==> config.mk <==
export PLATFORM = sky130hd
export DESIGN_NAME = pc_fetch_unit
export DESIGN_NICKNAME = d
export VERILOG_FILES = /design/src/rtl/pc_fetch_unit.sv
export SDC_FILE = /design/constraint.sdc
export NUM_CORES = 1
export LEC_CHECK = 0
export BUFFER_PORTS_ARGS = -buffer_cell sky130_fd_sc_hd__buf_4
export CAP_MARGIN = 30
export CELL_PAD_IN_SITES_DETAIL_PLACEMENT = 1
export CELL_PAD_IN_SITES_GLOBAL_PLACEMENT = 2
export CORE_AREA = 2 2 101 123
export CTS_CLUSTER_DIAMETER = 30
export DETAILED_ROUTE_END_ITERATION = 12
export DIE_AREA = 0 0 103 125
export PLACE_DENSITY_LB_ADDON = 0.1
export SKIP_LAST_GASP = 1
export SYNTH_ARGS = -nofsm -noshare
export SYNTH_HDL_FRONTEND = slang
export SYNTH_SLANG_ARGS = --single-unit
==> constraint.sdc <==
create_clock -name clk -period 3 [get_ports clk]
set_clock_uncertainty 0.2 [all_clocks]
set_input_delay 0.75 -clock clk [delete_from_list [all_inputs] [get_ports clk]]
set_output_delay 0.75 -clock clk [all_outputs]
set_load 0.01 [all_outputs]
==> src/rtl/pc_fetch_unit.sv <==
// Program-counter fetch unit: sequential/branch/jump/return next-PC selection with a
// circular return-address stack, registered flush (kill) and sticky RAS error flag.
module pc_fetch_unit #(
    parameter logic [15:0] RESET_PC  = 16'h0000,
    parameter int unsigned RAS_DEPTH = 4
) (
    input  logic        clk,
    input  logic        reset,
    input  logic        stall,
    input  logic [1:0]  pc_src,
    input  logic [15:0] branch_target,
    input  logic [15:0] jump_target,
    input  logic        call,
    input  logic [15:0] return_addr,
    output logic [15:0] pc,
    output logic [15:0] pc_plus1,
    output logic        kill,
    output logic        ras_empty,
    output logic        ras_err
);

    localparam int unsigned PtrW = (RAS_DEPTH > 1) ? $clog2(RAS_DEPTH) : 1;
    localparam int unsigned CntW = $clog2(RAS_DEPTH + 1);
    localparam logic [PtrW-1:0] PtrMax  = PtrW'(RAS_DEPTH - 1);
    localparam logic [CntW-1:0] CntFull = CntW'(RAS_DEPTH);

    typedef enum logic [1:0] {
        SrcSeq    = 2'b00,
        SrcBranch = 2'b01,
        SrcJump   = 2'b10,
        SrcRet    = 2'b11
    } pc_src_e;

    logic [15:0]     pc_q, pc_d;
    logic            kill_q, kill_d;
    logic            err_q, err_d;
    logic [PtrW-1:0] wr_ptr_q, wr_ptr_d;  // next free slot; when full, the oldest entry
    logic [CntW-1:0] count_q, count_d;
    logic [PtrW-1:0] wr_ptr_inc, pop_ptr;
    logic            push;
    logic [15:0]     ras_q [RAS_DEPTH];

    assign pc_plus1   = pc_q + 16'd1;
    assign ras_empty  = (count_q == '0);
    assign pc         = pc_q;
    assign kill       = kill_q;
    assign ras_err    = err_q;
    assign wr_ptr_inc = (wr_ptr_q == PtrMax) ? '0 : wr_ptr_q + PtrW'(1);
    assign pop_ptr    = (wr_ptr_q == '0) ? PtrMax : wr_ptr_q - PtrW'(1);

    // Next-PC selection and RAS bookkeeping; redirects win over stall.
    always_comb begin
        pc_d     = pc_q;
        kill_d   = 1'b0;
        err_d    = err_q;
        wr_ptr_d = wr_ptr_q;
        count_d  = count_q;
        push     = 1'b0;
        case (pc_src_e'(pc_src))
            SrcBranch: begin
                pc_d   = branch_target;
                kill_d = 1'b1;
            end
            SrcJump: begin
                pc_d   = jump_target;
                kill_d = 1'b1;
                if (call) begin
                    push     = 1'b1;
                    wr_ptr_d = wr_ptr_inc;
                    // Full stack: oldest entry is overwritten, count stays saturated.
                    if (count_q == CntFull) err_d = 1'b1;
                    else                    count_d = count_q + CntW'(1);
                end
            end
            SrcRet: begin
                if (!ras_empty) begin
                    pc_d     = ras_q[pop_ptr];
                    kill_d   = 1'b1;
                    wr_ptr_d = pop_ptr;
                    count_d  = count_q - CntW'(1);
                end else begin
                    // Underflow demotes the cycle to a plain sequential fetch.
                    err_d = 1'b1;
                    if (!stall) pc_d = pc_plus1;
                end
            end
            default: begin
                if (!stall) pc_d = pc_plus1;
            end
        endcase
    end

    // Control state with synchronous reset.
    always_ff @(posedge clk) begin
        if (reset) begin
            pc_q     <= RESET_PC;
            kill_q   <= 1'b0;
            err_q    <= 1'b0;
            wr_ptr_q <= '0;
            count_q  <= '0;
        end else begin
            pc_q     <= pc_d;
            kill_q   <= kill_d;
            err_q    <= err_d;
            wr_ptr_q <= wr_ptr_d;
            count_q  <= count_d;
        end
    end

    // RAS storage; a push coinciding with reset is discarded.
    always_ff @(posedge clk) begin
        if (!reset && push) ras_q[wr_ptr_q] <= return_addr;
    end

endmodule

==> results of run 1 <==
-- power by group through the flow --
stage	Combinational, mW	Sequential (mW)	Clock (mW)
5_1_grt	0.453	1.38	1.19
2_1_floorplan	0.229	1.39	0
4_1_cts	0.421	1.37	1.14
3_3_place_gp	0.417	1.39	0
3_5_place_dp	0.419	1.40	0
6_report	0.411	1.37	1.11
-- worst register-to-register path, cell delays in order (launching register included) --
cell     delay (ns)
dfxtp_1        0.43
inv_1          0.09
ha_1           0.28
buf_4          0.33
mux4_2         0.58
a21oi_1        0.21
nand3_1        0.08
-- worst max-delay path by stage --
stage	to	slack, ns	depth (start not counted)
2_1_floorplan	ras_q[3][0]	0.48	6
3_3_place_gp	count_q[2]	0.47	9
3_5_place_dp	count_q[2]	0.43	9
4_1_cts	pc_plus1[12]	0.09	6
5_1_grt	pc_plus1[12]	0.009	6
6_report	pc_plus1[12]	0.13	6
-- kinds of logic after synthesis --
| group | after synthesis | synth area share (%) |
|---|---|---|
| compound gates | 50 | 8.959 |
| xor+xnor | 28 | 5.952 |
| fa+ha+maj | 10 | 3.219 |
| buf+inv | 32 | 3.158 |
| flops | 87 | 57.82 |
| mux | 20 | 9.748 |
| simple gates | 84 | 11.15 |
-- state kept, by name, indices dropped and copies added (netlist names) --
| name | count |
|---|---|
| ras_q | 64 |
| pc | 16 |
| count_q | 3 |
| wr_ptr_q | 2 |
| kill | 1 |
| ras_err | 1 |
-- routing by layer --
layer | up-vias | GRT usage (%) | part of all wire (%)
met5 | - | 0 | 0
met4 | 0 | 4.412 | 0.94
met3 | 5 | 2.851 | 4.1
met2 | 61 | 28.61 | 51
met1 | 1388 | 21.28 | 44
li1 | 1370 | - | -
-- cell type report --
class,instances,area share (%)
Tap cell,161,3.794
Multi-Input combinational cell,192,30.28
Inverter,13,0.9189
Clock inverter,7,1.343
Timing Repair Buffer,103,14.56
Clock buffer,9,4.241
Sequential cell,87,44.86
-- placed cells by master, fill, tap and decap left out, types with 5 or more instances in the layout --
cell type  count
buf_4        103
edfxtp_1      64
nor2_1        23
dfxtp_1       23
xnor2_1       21
nand2_1       20
a22oi_1       17
mux4_2        16
inv_1         13
o221ai_1      11
ha_1           9
clkbuf_16      9
a21oi_1        8
nand3_1        7
xor2_1         7
nor3_1         6
and2_1         5
==> flow_summary.toml, run 1 <==
[clock_network]
ctsRootBufferMaster = "clkbuf_16"
numCtsBuffers = 9
cts_sinks = 87
cts_tree = "done"
worst_setup_hold_path_clk_slew_ns = 0.07
cts.hold.buffers_added = 0
clk_latency_ns = 0.34
post_cts_resized = 0
cts_setup_buffers = 0
cts.htree.levels = 3
clockBufferDepth = 2

[placed_design]
dp_slack_ns = 0.4294
dp.final_hpwl_um = 7334
place_congestion = 0.7272
portBuffers = 88
placed_cell_area_mm2 = 0.005014
dp_cells = 556

[floorplanning]
rows = 44
initial_core_util_pct = 34.97
die_x_um = 103
ios = 89
fp.dieH_um = 125
fp.dieArea_mm2 = 0.01288
design.core.area_mm2 = 0.01178

[critical_path]
start_kind = "flip-flop"
path_class = "flip-flop to output port"
ff2ff_path_depth = 6
r2r_start = "wr_ptr_q[0]"
cp-end-kind = "output port"
crit_fanout = 5
crit_path_max_incr_delay_ns = 0.45
arrival_ns = 1.92
path_delay_family = "simple AND/OR/NAND/NOR gates"
crit_required_ns = 2.05
cp_cell_sequence = "ha_1 > nand4_2 > or2_1 > nor2_1 > xor2_1 > buf_4"
slowest_stage = "dfxtp_1"
path_buf_inv = 1
timing.reg2reg.setup_slack_ns = 0.67
r2r_end = "pc[15]"
crit_start = "pc[0]"

[sta]
hold_viol_final = 0
setup_viol = 0
post-route-min-period_ns = 2.866
setup_ws_ns = 0.1339
finalHoldWorstSlack_ns = 0.2725
rsz0062_at_grt = "no"
timing.fmax_mhz = 348.9
drv_slew = 0
worstMarginPinSlew_ns = 0.4129
maxSlewHeadroom_pct = 71.68
setup-tns-final_ns = 0
period_share_pct = 95.54

[logic_synthesis]
synth_edf_count = 64
synth-async-reset-ratio_pct = 0
synth_area_mm2 = 0.004120
synth_top_flop_cell = "edfxtp_1"
synth.most_common_cell = "edfxtp_1"
ys_ff_latch = 87
synth.top_cell.area_share_pct = 46.64
syn_inst = 311
synthesis.nets = 375
synth-seq-area-share_pct = 57.82
yosysTopAreaCell = "edfxtp_1"
yosysWarningCount = 0
netlist_top_cells_area = "edfxtp_1, dfxtp_1, mux4_2"
syn_area_per_cell_um2 = 13.25
synthTopCellsByCount = "edfxtp_1, dfxtp_1, nor2_1"
synth_cell_types = 48

[cells_and_area]
final_util_pct = 45.07
fillers = 1275
layout-drive-gt1-share_pct = 34.55
finalNetCount = 470
fin_cells = 572
multi_input_area_mm2 = 0.001608
seq_area_mm2 = 0.002382
syn_to_final_growth_pct = 28.88
n_antenna_cell = 0
finish.instance_area_mm2 = 0.005310

[power]
swShare_pct = 24.35
pwr-share-comb_pct = 14.2
p_sw_mw = 0.7039
power.total_mw = 2.891
leakagePower_nw = 1.970
powerDensity_mw_per_mm2 = 544.4
ir_drop_mv = 0.3261
internal-power_mw = 2.187
p_seq_share_pct = 47.4
clkPwrFrac_pct = 38.4

[drt]
dr_total_vias = 2824
dr.pass1.iters = 4
routedWlPerCell_um = 17.73
drtIter0Drc = 86
routed_wl_um = 10140
drc = 0
antenna_left = 0
viasPerCell = 4.937

[job]
cap_violations = 0

[run_status]
status = "completed"

[grt]
grt_max_degree = 18
grt_pass1_vias = 3037
grt_remaining_overflow = 0
grt_pass1_wl_um = 16100
antenna_found_initial = 0
grtUsageTotal_pct = 16.57

[min_path]
worstHoldStart = "ras_err"
min_path_type = "flip-flop to flip-flop"
hold_path_depth = 2
holdPathEnd = "ras_err"
No activity file was read; power rests on OpenSTA's default activity.
==> inputs of run 2 (changes only) <==
- MAX_ROUTING_LAYER: not set -> met4
==> run 2 against run 1 <==
Against the previous run:
- utilization unchanged
- count of clock-buffer cells in the layout is the same
- clock power about the same
- setup slack lost 0.0019 ns
- combinational power is essentially flat
- critical endpoint unchanged
- routed wire length about the same
- highest routed layer unchanged
- register-to-register slack about the same
- fmax is essentially flat
- critical path depth did not move
- first-iteration DRC count grew 10%
- hold slack hardly changed
- largest power group unchanged
==> flow_summary.toml, run 2 (synthesis gave the netlist of run 1 again) <==
[run_status]
status = "completed"

[sta]
post-route-min-period_ns = 2.868
period_share_pct = 95.60
setup-tns-final_ns = 0
timing.fmax_mhz = 348.7
worstMarginPinSlew_ns = 0.4100
maxSlewHeadroom_pct = 71.89
rsz0062_at_grt = "no"
setup_viol = 0
hold_viol_final = 0
drv_slew = 0

[cells_and_area]
syn_to_final_growth_pct = 28.88
layout-drive-gt1-share_pct = 34.55
largest_register_ff_count = 64
finalNetCount = 470
layout_common_cells = "buf_4, edfxtp_1, nor2_1, dfxtp_1, xnor2_1"
seq_area_mm2 = 0.002382
final_common_cell = "buf_4"
fillers = 1275
finish.instance_area_mm2 = 0.005310
n_antenna_cell = 0
multi_input_area_mm2 = 0.001608
top_register = "ras_q"

[min_path]
hold_path_depth = 2
min_path_type = "flip-flop to flip-flop"
worstHoldStart = "ras_err"
holdPathEnd = "ras_err"

[drt]
viasPerCell = 4.927
routed_wl_um = 10140
drtIter0Drc = 95
routedWlPerCell_um = 17.72
dr.pass1.iters = 4
antenna_left = 0
drc = 0
dr_total_vias = 2818

[floorplanning]
die_x_um = 103
ios = 89
fp.dieH_um = 125
initial_core_util_pct = 34.97
rows = 44
design.core.area_mm2 = 0.01178
fp.dieArea_mm2 = 0.01288

[clock_network]
clockBufferDepth = 2
cts_sinks = 87
cts_setup_buffers = 0
cts.htree.levels = 3
clk_latency_ns = 0.34
post_cts_resized = 0
worst_setup_hold_path_clk_slew_ns = 0.07
cts.hold.buffers_added = 0
cts_tree = "done"
ctsRootBufferMaster = "clkbuf_16"
numCtsBuffers = 9

[grt]
grt_pass1_wl_um = 16110
antenna_found_initial = 0
grt_pass1_vias = 3036
grt_remaining_overflow = 0
grtUsageTotal_pct = 17.02
grt_max_degree = 18

[power]
powerDensity_mw_per_mm2 = 544.3
ir_drop_mv = 0.3253
leakagePower_nw = 1.970
power.total_mw = 2.890

[critical_path]
crit_start = "pc[0]"
crit_fanout = 5
ff2ff_path_depth = 6
crit_path_max_incr_delay_ns = 0.45
start_kind = "flip-flop"
r2r_end = "pc[15]"
crit_required_ns = 2.05
cp-end-kind = "output port"
r2r_start = "wr_ptr_q[0]"
arrival_ns = 1.92
timing.reg2reg.setup_slack_ns = 0.68
cp_cell_sequence = "ha_1 > nand4_2 > or2_1 > nor2_1 > xor2_1 > buf_4"
path_class = "flip-flop to output port"
slowest_stage = "dfxtp_1"

[job]
cap_violations = 0

[placed_design]
portBuffers = 88
place_congestion = 0.7360
placed_cell_area_mm2 = 0.005014
dp.final_hpwl_um = 7334
run 2: cell counts in the layout (fill, tap and decap cells not counted):
Identical to the previous run, type by type.
run 2: stage by stage:
step / utilization (%) / worst slack (ns) / std cells / hold slack [ns]
floorplan: - / 0.4844 / 311 / 0.3022
global placement: 42.56 / 0.4682 / 556 / 0.2521
detailed placement: 42.56 / 0.4294 / 556 / 0.2632
CTS: 45.07 / 0.08671 / 572 / 0.2828
global route: 45.07 / 0.01230 / 572 / 0.3095
finish: 45.07 / 0.1320 / 572 / 0.2722
run 2: how the worst max path moves through the flow:
stage                    to  slack [ns]  cells after the start
5_1_grt        pc_plus1[12]        0.01                      6
3_3_place_gp     count_q[2]        0.47                      9
6_report       pc_plus1[12]        0.13                      6
4_1_cts        pc_plus1[12]        0.09                      6
2_1_floorplan   ras_q[3][0]        0.48                      6
3_5_place_dp     count_q[2]        0.43                      9
run 2: worst max-delay path: cells and delay by family, from the launching register on:
family | cells | cell delay, ns
AND/OR/NAND/NOR | 3 | 0.56
flip-flops | 1 | 0.45
adder cells (fa/ha/maj) | 1 | 0.28
buffers and inverters | 1 | 0.14
XOR/XNOR | 1 | 0.17
run 2: per-layer routing:
metal | vias up | GRT usage [%] | routed length (um)
met4 | 0 | 5.108 | 138
met3 | 8 | 2.124 | 345
met5 | - | - | 0
met2 | 60 | 28.61 | 5178
met1 | 1379 | 21.32 | 4474
li1 | 1371 | - | -
run 2: where the power goes:
part	internal, mW	total, mW	leakage (nW)	switching [mW]
Combinational	0.219	0.410	1.06	0.191
Sequential	1.32	1.37	0.766	0.0464
Clock	0.645	1.11	0.141	0.466
run 2: final cells by class:
type | count | share of cell area (%)
clock inverter | 7 | 1.343
sequential | 87 | 44.86
timing repair buffer | 103 | 14.56
tap | 161 | 3.794
clock buffer | 9 | 4.241
multi-input combinational | 192 | 30.28
inverter | 13 | 0.9189
==> inputs of run 3 (changes only) <==
- ABC_AREA: not set -> 1
- CORE_AREA: 2 2 101 123 -> 2 2 112 136
- DIE_AREA: 0 0 103 125 -> 0 0 114 138
==> run 3 against run 2 <==
Against the previous run:
- routed wire length is 21% higher
- fmax is 2.6% higher
- critical path depth is 2 higher
- via count is 31% higher
- non-clock buffer count is 5 lower
- cell area is 7.2% higher
- sequential cell count stayed put
- area after synthesis is 9.8% higher
- hold slack worse by 0.0079 ns
- utilization is 6.1 points lower
==> flow_summary.toml, run 3 <==
[run_status]
status = "completed"

[min_path]
holdPathEnd = "ras_err"
hold_path_depth = 2
worstHoldStart = "ras_err"
min_path_type = "flip-flop to flip-flop"

[sta]
worstMarginPinSlew_ns = 0.5620
drv_slew = 0
period_share_pct = 93.22
rsz0062_at_grt = "no"
post-route-min-period_ns = 2.797
timing.fmax_mhz = 357.6
maxSlewHeadroom_pct = 62.49
hold_viol_final = 0
setup_viol = 0
setup-tns-final_ns = 0

[drt]
dr_total_vias = 3689
drc = 0
drtIter0Drc = 138
dr.pass1.iters = 4
routed_wl_um = 12290
antenna_left = 0
routedWlPerCell_um = 15.07
viasPerCell = 4.526

[critical_path]
r2r_end = "pc[11]"
cp-end-kind = "output port"
r2r_start = "wr_ptr_q[0]"
arrival_ns = 1.85
path_class = "flip-flop to output port"
timing.reg2reg.setup_slack_ns = 0.63
ff2ff_path_depth = 11
crit_fanout = 5
crit_required_ns = 2.05
start_kind = "flip-flop"

[cells_and_area]
finish.instance_area_mm2 = 0.005693
n_antenna_cell = 0
layout-drive-gt1-share_pct = 19.62
final_common_cell = "nand2_1"
finalNetCount = 697
layout_common_cells = "nand2_1, buf_4, inv_1, edfxtp_1, nand3_1"
seq_area_mm2 = 0.002384
syn_to_final_growth_pct = 25.83
fillers = 1745
multi_input_area_mm2 = 0.001659
top_register = "ras_q"
largest_register_ff_count = 64

[logic_synthesis]
synthTopCellsByCount = "nand2_1, inv_1, edfxtp_1"
yosysTopAreaCell = "edfxtp_1"
netlist_top_cells_area = "edfxtp_1, nand2_1, dfxtp_1"
synth.most_common_cell = "nand2_1"
syn_inst = 543
syn_area_per_cell_um2 = 8.332
synthesis.nets = 607
synth-seq-area-share_pct = 52.65
synth.top_cell.area_share_pct = 42.48
synth-async-reset-ratio_pct = 0
yosysWarningCount = 0
synth_area_mm2 = 0.004524
ys_ff_latch = 87
synth_edf_count = 64
synth_cell_types = 35
synth_top_flop_cell = "edfxtp_1"

[clock_network]
clockBufferDepth = 2
numCtsBuffers = 9
worst_setup_hold_path_clk_slew_ns = 0.07
cts_tree = "done"
cts.htree.levels = 3
cts_sinks = 87
ctsRootBufferMaster = "clkbuf_16"
clk_latency_ns = 0.34

[job]
cap_violations = 0

[grt]
grt_remaining_overflow = 0
grt_max_degree = 43
grt_pass1_wl_um = 19850
antenna_found_initial = 0
grt_pass1_vias = 3853
grtUsageTotal_pct = 16.74

[placed_design]
place_congestion = 0.7841
placed_cell_area_mm2 = 0.005370
dp.final_hpwl_um = 9304
portBuffers = 88

[floorplanning]
initial_core_util_pct = 31.01
ios = 89
design.core.area_mm2 = 0.01459
fp.dieArea_mm2 = 0.01573
fp.dieH_um = 138
die_x_um = 114
rows = 49

[power]
leakagePower_nw = 2.684
powerDensity_mw_per_mm2 = 533.4
ir_drop_mv = 0.3176
## run 3: changes by cell type in the layout (fill, tap and decap cells not counted), moves of 10 or more
cell | before | now
o21ai_0 | 2 | 30
a22oi_1 | 17 | 0
inv_1 | 13 | 94
xnor2_1 | 21 | 2
nand3_1 | 7 | 39
mux4_2 | 16 | 0
nand2_1 | 20 | 171
o221ai_1 | 11 | 1
## run 3: layout make-up
class | instances | share of cell area [%]
multi-input cells | 341 | 29.14
repair buffers | 98 | 13.14
clock buffers | 9 | 3.956
inverters | 96 | 6.330
well taps | 178 | 3.912
flip-flops and latches | 87 | 41.87
clock inverters | 6 | 1.648
## run 3: worst max-delay path, stage by stage (launching register included)
cell     delay, ns
dfxtp_1       0.40
ha_1          0.19
nand2_1       0.10
nor2_2        0.15
nand2_1       0.13
nor2_1        0.14
xor2_1        0.19
inv_1         0.06
buf_4         0.14
## run 3: where the power goes
group          total, mW  switching [mW]  internal [mW]
combinational      0.480           0.277          0.203
sequential          1.36          0.0376           1.33
clock               1.19           0.461          0.732
## run 3: kinds of logic after synthesis
| group | after synthesis | synth area share (%) |
|---|---|---|
| simple gates | 255 | 23.45 |
| buf+inv | 115 | 10.73 |
| flops | 87 | 52.65 |
| compound gates | 67 | 8.490 |
| fa+ha+maj | 10 | 2.931 |
| xor+xnor | 9 | 1.742 |
## run 3: how the worst max path moves through the flow
| stage | start | to | slack (ns) | cells after the start |
|---|---|---|---|---|
| finish | pc[0] | pc_plus1[12] | 0.20 | 8 |
| detailed placement | pc[1] | pc_plus1[12] | 0.47 | 8 |
| global route | pc[0] | pc_plus1[12] | 0.007 | 8 |
| floorplan | pc_src[0] | ras_q[2][0] | 0.19 | 6 |
| CTS | pc[1] | pc_plus1[12] | 0.09 | 8 |
| global placement | pc[0] | pc_plus1[12] | 0.54 | 8 |
## run 3: timing repair
| action | CTS | global route |
|---|---|---|
| buffers inserted | 0 | 0 |
| endpoints found under the setup margin | 0 | 3 |
| resized for setup | 0 | 2 |
| hold buffers | 0 | 0 |
## run 3: layer usage
layer / GRT usage (%) / vias to the layer above / share of wire (%)
met2: 28.76 / 64 / 50
met4: 5.263 / 0 / 1.6
met1: 20.04 / 1708 / 45
li1: - / 1904 / -
met3: 2.587 / 13 / 3.2
met5: - / - / 0
## run 3: stage by stage
step	worst slack, ns	hold WS [ns]	std cells	util, %	power, mW
after detailed placement	0.4685	0.2531	800	36.80	1.880
after CTS	0.09356	0.2640	815	38.99	3.100
after floorplan	0.1856	0.2680	543	-	1.653
after global routing	0.006879	0.2756	815	39.02	3.191
after global placement	0.5401	0.2361	800	36.80	1.873
final	0.2035	0.2643	815	39.02	3.037
